**config.mk**
```make
export PLATFORM = sky130hd
export DESIGN_NAME = uart_decoder
export DESIGN_NICKNAME = d
export VERILOG_FILES = /design/src/rtl/uart_decoder.sv
export SDC_FILE = /design/constraint.sdc
export NUM_CORES = 1
export LEC_CHECK = 0
export BUFFER_PORTS_ARGS = -buffer_cell sky130_fd_sc_hd__buf_2
export CAP_MARGIN = 10
export CORE_AREA = 5 5 82 84
export CTS_CLUSTER_DIAMETER = 30
export DETAILED_ROUTE_END_ITERATION = 16
export DIE_AREA = 0 0 87 89
export GPL_ROUTABILITY_DRIVEN = 0
export GPL_TIMING_DRIVEN = 0
export PLACE_DENSITY = 0.74
export SETUP_SLACK_MARGIN = 0.05
export SLEW_MARGIN = 20
export SYNTH_ARGS = -nofsm -noshare
export SYNTH_HDL_FRONTEND = slang
export SYNTH_SLANG_ARGS = --single-unit
```
**constraint.sdc**
```tcl
create_clock -name i_clk -period 4.9 [get_ports i_clk]
set_clock_uncertainty 0.05 [all_clocks]
set_input_delay 0.98 -clock i_clk [delete_from_list [all_inputs] [get_ports i_clk]]
set_output_delay 0.98 -clock i_clk [all_outputs]
set_load 0.01 [all_outputs]
```
**src/rtl/uart_decoder.sv**
```systemverilog
// ASCII command decoder: assembles "<W|A|R><hex digits><CR|LF>" frames from a
// byte stream into a 34-bit {code, payload} word, holding it while the bus is busy.
`timescale 1ns/1ps

module uart_decoder (
  input  logic        i_clk,
  input  logic        i_reset,
  input  logic        i_rx_stb,
  input  logic [7:0]  i_rx_data,
  input  logic        i_busy,
  output logic        o_stb,
  output logic [33:0] o_word,
  output logic        o_err,
  output logic        o_pend
);

  localparam logic [7:0] CH_W  = 8'h57;
  localparam logic [7:0] CH_A  = 8'h41;
  localparam logic [7:0] CH_R  = 8'h52;
  localparam logic [7:0] CH_CR = 8'h0D;
  localparam logic [7:0] CH_LF = 8'h0A;
  localparam logic [7:0] CH_SP = 8'h20;

  typedef enum logic [1:0] {
    S_IDLE,
    S_COLLECT,
    S_PEND
  } state_t;

  state_t      r_state, w_state_nxt;
  logic [1:0]  r_code, w_code_nxt;
  logic [31:0] r_payload, w_payload_nxt;
  logic [3:0]  r_count, w_count_nxt;
  logic        r_stb, w_stb_nxt;
  logic        r_err, w_err_nxt;
  logic [33:0] r_word, w_word_nxt;

  logic        w_is_hex;
  logic [3:0]  w_nibble;
  logic        w_is_term;
  logic        w_is_blank;

  // Letters map through their low nibble: 'A'/'a' have low nibble 1, value 10.
  always_comb begin
    w_is_hex = 1'b1;
    w_nibble = 4'd0;
    if (i_rx_data >= 8'h30 && i_rx_data <= 8'h39) begin
      w_nibble = i_rx_data[3:0];
    end else if ((i_rx_data >= 8'h41 && i_rx_data <= 8'h46) ||
                 (i_rx_data >= 8'h61 && i_rx_data <= 8'h66)) begin
      w_nibble = i_rx_data[3:0] + 4'd9;
    end else begin
      w_is_hex = 1'b0;
    end
  end

  assign w_is_term  = (i_rx_data == CH_CR) || (i_rx_data == CH_LF);
  assign w_is_blank = w_is_term || (i_rx_data == CH_SP);

  // NOTE: every signal driven here gets a default first, so no path can
  // leave one unassigned and infer a latch.
  always_comb begin
    w_state_nxt   = r_state;
    w_code_nxt    = r_code;
    w_payload_nxt = r_payload;
    w_count_nxt   = r_count;
    w_stb_nxt     = 1'b0;
    w_err_nxt     = 1'b0;
    w_word_nxt    = r_word;

    unique case (r_state)
      S_IDLE: begin
        if (i_rx_stb) begin
          if (i_rx_data == CH_W || i_rx_data == CH_A || i_rx_data == CH_R) begin
            w_code_nxt    = (i_rx_data == CH_W) ? 2'b00 :
                            (i_rx_data == CH_A) ? 2'b01 : 2'b10;
            w_payload_nxt = 32'd0;
            w_count_nxt   = 4'd0;
            w_state_nxt   = S_COLLECT;
          end else if (!w_is_blank) begin
            w_err_nxt = 1'b1;
          end
        end
      end

      S_COLLECT: begin
        if (i_rx_stb) begin
          if (w_is_hex) begin
            // Only the newest eight digits survive; older nibbles fall off the top.
            w_payload_nxt = {r_payload[27:0], w_nibble};
            w_count_nxt   = (r_count == 4'd8) ? r_count : r_count + 4'd1;
          end else if (w_is_term) begin
            if (i_busy) begin
              w_state_nxt = S_PEND;
            end else begin
              w_stb_nxt   = 1'b1;
              w_word_nxt  = {r_code, r_payload};
              w_state_nxt = S_IDLE;
            end
          end else begin
            w_err_nxt   = 1'b1;
            w_state_nxt = S_IDLE;
          end
        end
      end

      S_PEND: begin
        if (i_rx_stb) begin
          w_err_nxt = 1'b1;
        end
        if (!i_busy) begin
          w_stb_nxt   = 1'b1;
          w_word_nxt  = {r_code, r_payload};
          w_state_nxt = S_IDLE;
        end
      end

      default: w_state_nxt = S_IDLE;
    endcase
  end

  // NOTE: sequential state is written with non-blocking assignments so every
  // register samples the pre-edge values regardless of statement order.
  always_ff @(posedge i_clk or negedge i_reset) begin
    if (!i_reset) begin
      r_state <= S_IDLE;
    end else begin
      r_state <= w_state_nxt;
    end
  end

  always_ff @(posedge i_clk or negedge i_reset) begin
    if (!i_reset) begin
      r_code    <= 2'b00;
      r_payload <= 32'd0;
      r_count   <= 4'd0;
      r_stb     <= 1'b0;
      r_err     <= 1'b0;
      r_word    <= 34'd0;
    end else begin
      r_code    <= w_code_nxt;
      r_payload <= w_payload_nxt;
      r_count   <= w_count_nxt;
      r_stb     <= w_stb_nxt;
      r_err     <= w_err_nxt;
      r_word    <= w_word_nxt;
    end
  end

  assign o_stb  = r_stb;
  assign o_err  = r_err;
  assign o_word = r_word;
  assign o_pend = (r_state == S_PEND);

endmodule

```
==> metrics.md <==
| Metric | Value |
|---|---|
| Yosys reg bits | 72 |
| Wirelength per Cell | 16.7 um |
| Proportion of synthesized chip area in sequential cells | 56.2% |
| Core Area | 0.00585 mm2 |
| Boundary pin count | 49 |
| Reg2reg setup slack | 2850 ps |
| Port buffer count | 48 |
| Post-synth design cell area | 0.00320 mm2 |
| Final non-filler cell total | 356 |
| Cell with the most instances after synthesis | dfrtp_1 |
| Min-delay src | r_code[1]$_DFFE_PN0P_ |
| Synth Area per Inst | 14.8 um2 |
| Crit path buffers/inverters | 4 |
| Crit-path max cell delay | 320 ps |
| Min-Delay Path Depth | 1 |
| First-iteration detailed-routing DRC count | 80 |
| VDD IR max | 205 uV |
| Setup Crit Path Kind | in2reg |
| Fill count | 427 |
| Vias | 1955 |
| Sink Count | 72 |
| TNS Setup | 0 ps |
| Drc violations | 0 |
| Clk_lat worst skew | 350 ps |
| Root Buffer | clkbuf_8 |
| Leakage Power | 0.00204 uW |
| Hold Path End | o_word[33]$_DFFE_PN0P_ |
| Total track usage | 17.0% |
| Rows | 28 |
| Placed Cells incl. Taps | 340 |
| Global-route wire length before repair | 10100 um |
| CP max stage cell | mux2_4 |
| Fmax | 0.393 GHz |
| Fin crit period | 2540 ps |
| Top cell type's share of synthesized area | 56.2% |
| CP Max Fanout | 10 |
| Synth top area cells | dfrtp_1, mux2_4, a22o_1 |
| Vias per cell | 5.49 |
| Detail Route Antenna Nets | 0 |
| Maxcap violations | 0 |
| Synth warn | 0 |
| Syn Nets | 236 |
| Synth cell types | 43 |
| Nets | 296 |
| Max Slew Vio Count | 0 |
| Relative slew slack | 67.6% |
| Critical path endpoint category | register |
| Resized Gates After CTS | 0 |
| Final setup viols | 0 |
| Largest net degree at the start of global routing | 40 |
| # Post-CTS Setup Buffers | 0 |
| Worst reg2reg path depth | 6 |
| Cell taking the most area after synthesis | dfrtp_1 |
| Layout area overhead | 18.3% |
| Fraction of layout cells with a size suffix above 1 | 43.4% |
| R2r endpoint | r_state[0]$_DFFE_PN0P_ |
| Worst path cell trace | buf_2 -> inv_1 -> ha_1 -> nor2b_1 -> o211a_1 -> nand2_1 -> a21o_1 -> buf_2 -> buf_6 -> mux2_4 |
| Top cells by count, synth | dfrtp_1, a22o_1, mux2_4 |
| CTS tree | yes |
| Startpoint Class | primary input |
| Mapped Cells | 216 |
| Dominant synthesized flop cell | dfrtp_1 |
| Post-synth EDFFs | 0 |
| Period utilization | 51.9% |
| Worst slew pin tran | 479 ps |
| Clk slew on worst S/H paths | 80 ps |
| Initial antenna violation count | 0 |
| Number of global-route vias before repair | 2003 |
| Power per cell area | 391 mW/mm2 |
| Clock Path Buffers | 2 |
| # diodes | 0 |
| Final hold vios | 0 |
| Initial Utilization | 54.8% |
| Die area | 0.00774 mm2 |
| Worst path most repeated cell | buf_2 |
| Post-Route WL | 5930 um |
| R2R Path Start | r_state[1]$_DFFE_PN0P_ |
| Number of CTS-inserted buffers | 9 |
| Fraction of registers with async set/reset | 100% |
| Delay-heaviest family, CP | buffers and inverters |
| Width of the die | 87 um |
| GRT overflow | 0 |
| Die Ht | 89 um |
| Worst path required time | 5080 ps |
| RSZ-0062 raised after global routing | no |
| H-tree depth | 3 |
| Detailed placer's ending HPWL | 4200 um |
| Hold Crit Class | reg2reg |
| CP Data Arrival Time | 2730 ps |
| Run status | finished, final reports clean |
| Post-cts hold buffer count | 0 |
| Pre-antenna DRT Iters | 4 |
[final cells by class]
| class | instances | area (um2) | area share [%] |
|---|---|---|---|
| Sequential cell | 72 | 1800 | 47.5 |
| Tap cell | 75 | 93.8 | 2.48 |
| Clock buffer | 10 | 138 | 3.63 |
| Multi-Input combinational cell | 125 | 1270 | 33.4 |
| Buffer | 12 | 110 | 2.91 |
| Inverter | 7 | 26.3 | 0.693 |
| Clock inverter | 6 | 91.3 | 2.41 |
| Timing Repair Buffer | 49 | 263 | 6.93 |
[report_power, final]
part / total [uW] / switching (uW) / internal [uW] / leakage (uW)
clock network: 534 / 231 / 303 / 0.000117
registers: 658 / 26.0 / 632 / 0.000999
logic: 289 / 159 / 130 / 0.000929
total: 1480 / 416 / 1070 / 0.00204
[layout by cell type, fill, tap and decap left out, types with 2 or more instances in the layout]
cell       Yosys  routed
mux2_2         7       7
buf_6          8       8
o21ai_0        2       2
nand2b_1       2       2
clkbuf_8       0      10
nor2_1         3       3
bufinv_16      0       2
mux2_4        30      30
nor4_1         2       2
nand2_1        4       4
nand3_1        2       2
buf_2          4      51
a22o_1        32      32
and2b_1        2       2
ha_1           8       8
a21oi_1        2       2
a31oi_1        2       2
dfrtp_1       72      72
clkinv_4       0       2
a21oi_2        2       2
inv_1          7       7
[sequential cells by signal, summed over array words and instances, names as in the netlist]
signal	cells
r_code	2
o_word	34
r_payload	32
r_state	2
o_err	1
o_stb	1
[worst max-delay path by stage]
stage	from	to	depth (start not counted)
floorplan	i_rx_data[1]	r_payload[10]$_DFFE_PN0P_	8
global placement	i_rx_data[0]	o_word[8]$_DFFE_PN0P_	10
detailed placement	i_rx_data[0]	o_word[12]$_DFFE_PN0P_	10
CTS	i_rx_data[0]	o_word[4]$_DFFE_PN0P_	10
global route	i_rx_data[1]	r_payload[7]$_DFFE_PN0P_	8
finish	i_rx_data[0]	o_word[4]$_DFFE_PN0P_	10
[per-layer routing]
| layer | GRT usage, % | vias up | part of all wire, % |
|---|---|---|---|
| li1 | - | 934 | - |
| met3 | 3.41 | 11 | 3.7 |
| met5 | 0 | - | 0 |
| met1 | 24.3 | 969 | 50 |
| met2 | 25.4 | 41 | 44 |
| met4 | 7.22 | 0 | 1.8 |
[logic make-up (layout without fill, tap and decap cells)]
logic type | Yosys count | in the layout | synth area share (%)
flip-flops | 72 | 72 | 56.2
multiplexers | 38 | 38 | 16.9
AO/OA/AOI/OAI | 53 | 53 | 14.0
AND/OR/NAND/NOR | 25 | 25 | 5.23
adder cells (fa/ha/maj) | 8 | 8 | 3.12
XOR/XNOR | 1 | 1 | 0.273
buffers and inverters | 19 | 84 | 4.26
[metrics by stage]
step	worst slack, ps	total power (uW)	utilization, %	instance area, um2	hold slack [ps]
2_1_floorplan	2300	873	-	3200	416
3_3_place_gp	1990	954	60.5	3540	433
3_5_place_dp	1990	960	60.9	3560	438
4_1_cts	2360	1490	64.8	3790	460
5_1_grt	2280	1550	64.8	3790	470
6_report	2360	1480	64.8	3790	456
No activity file was read; power rests on OpenSTA's default activity.
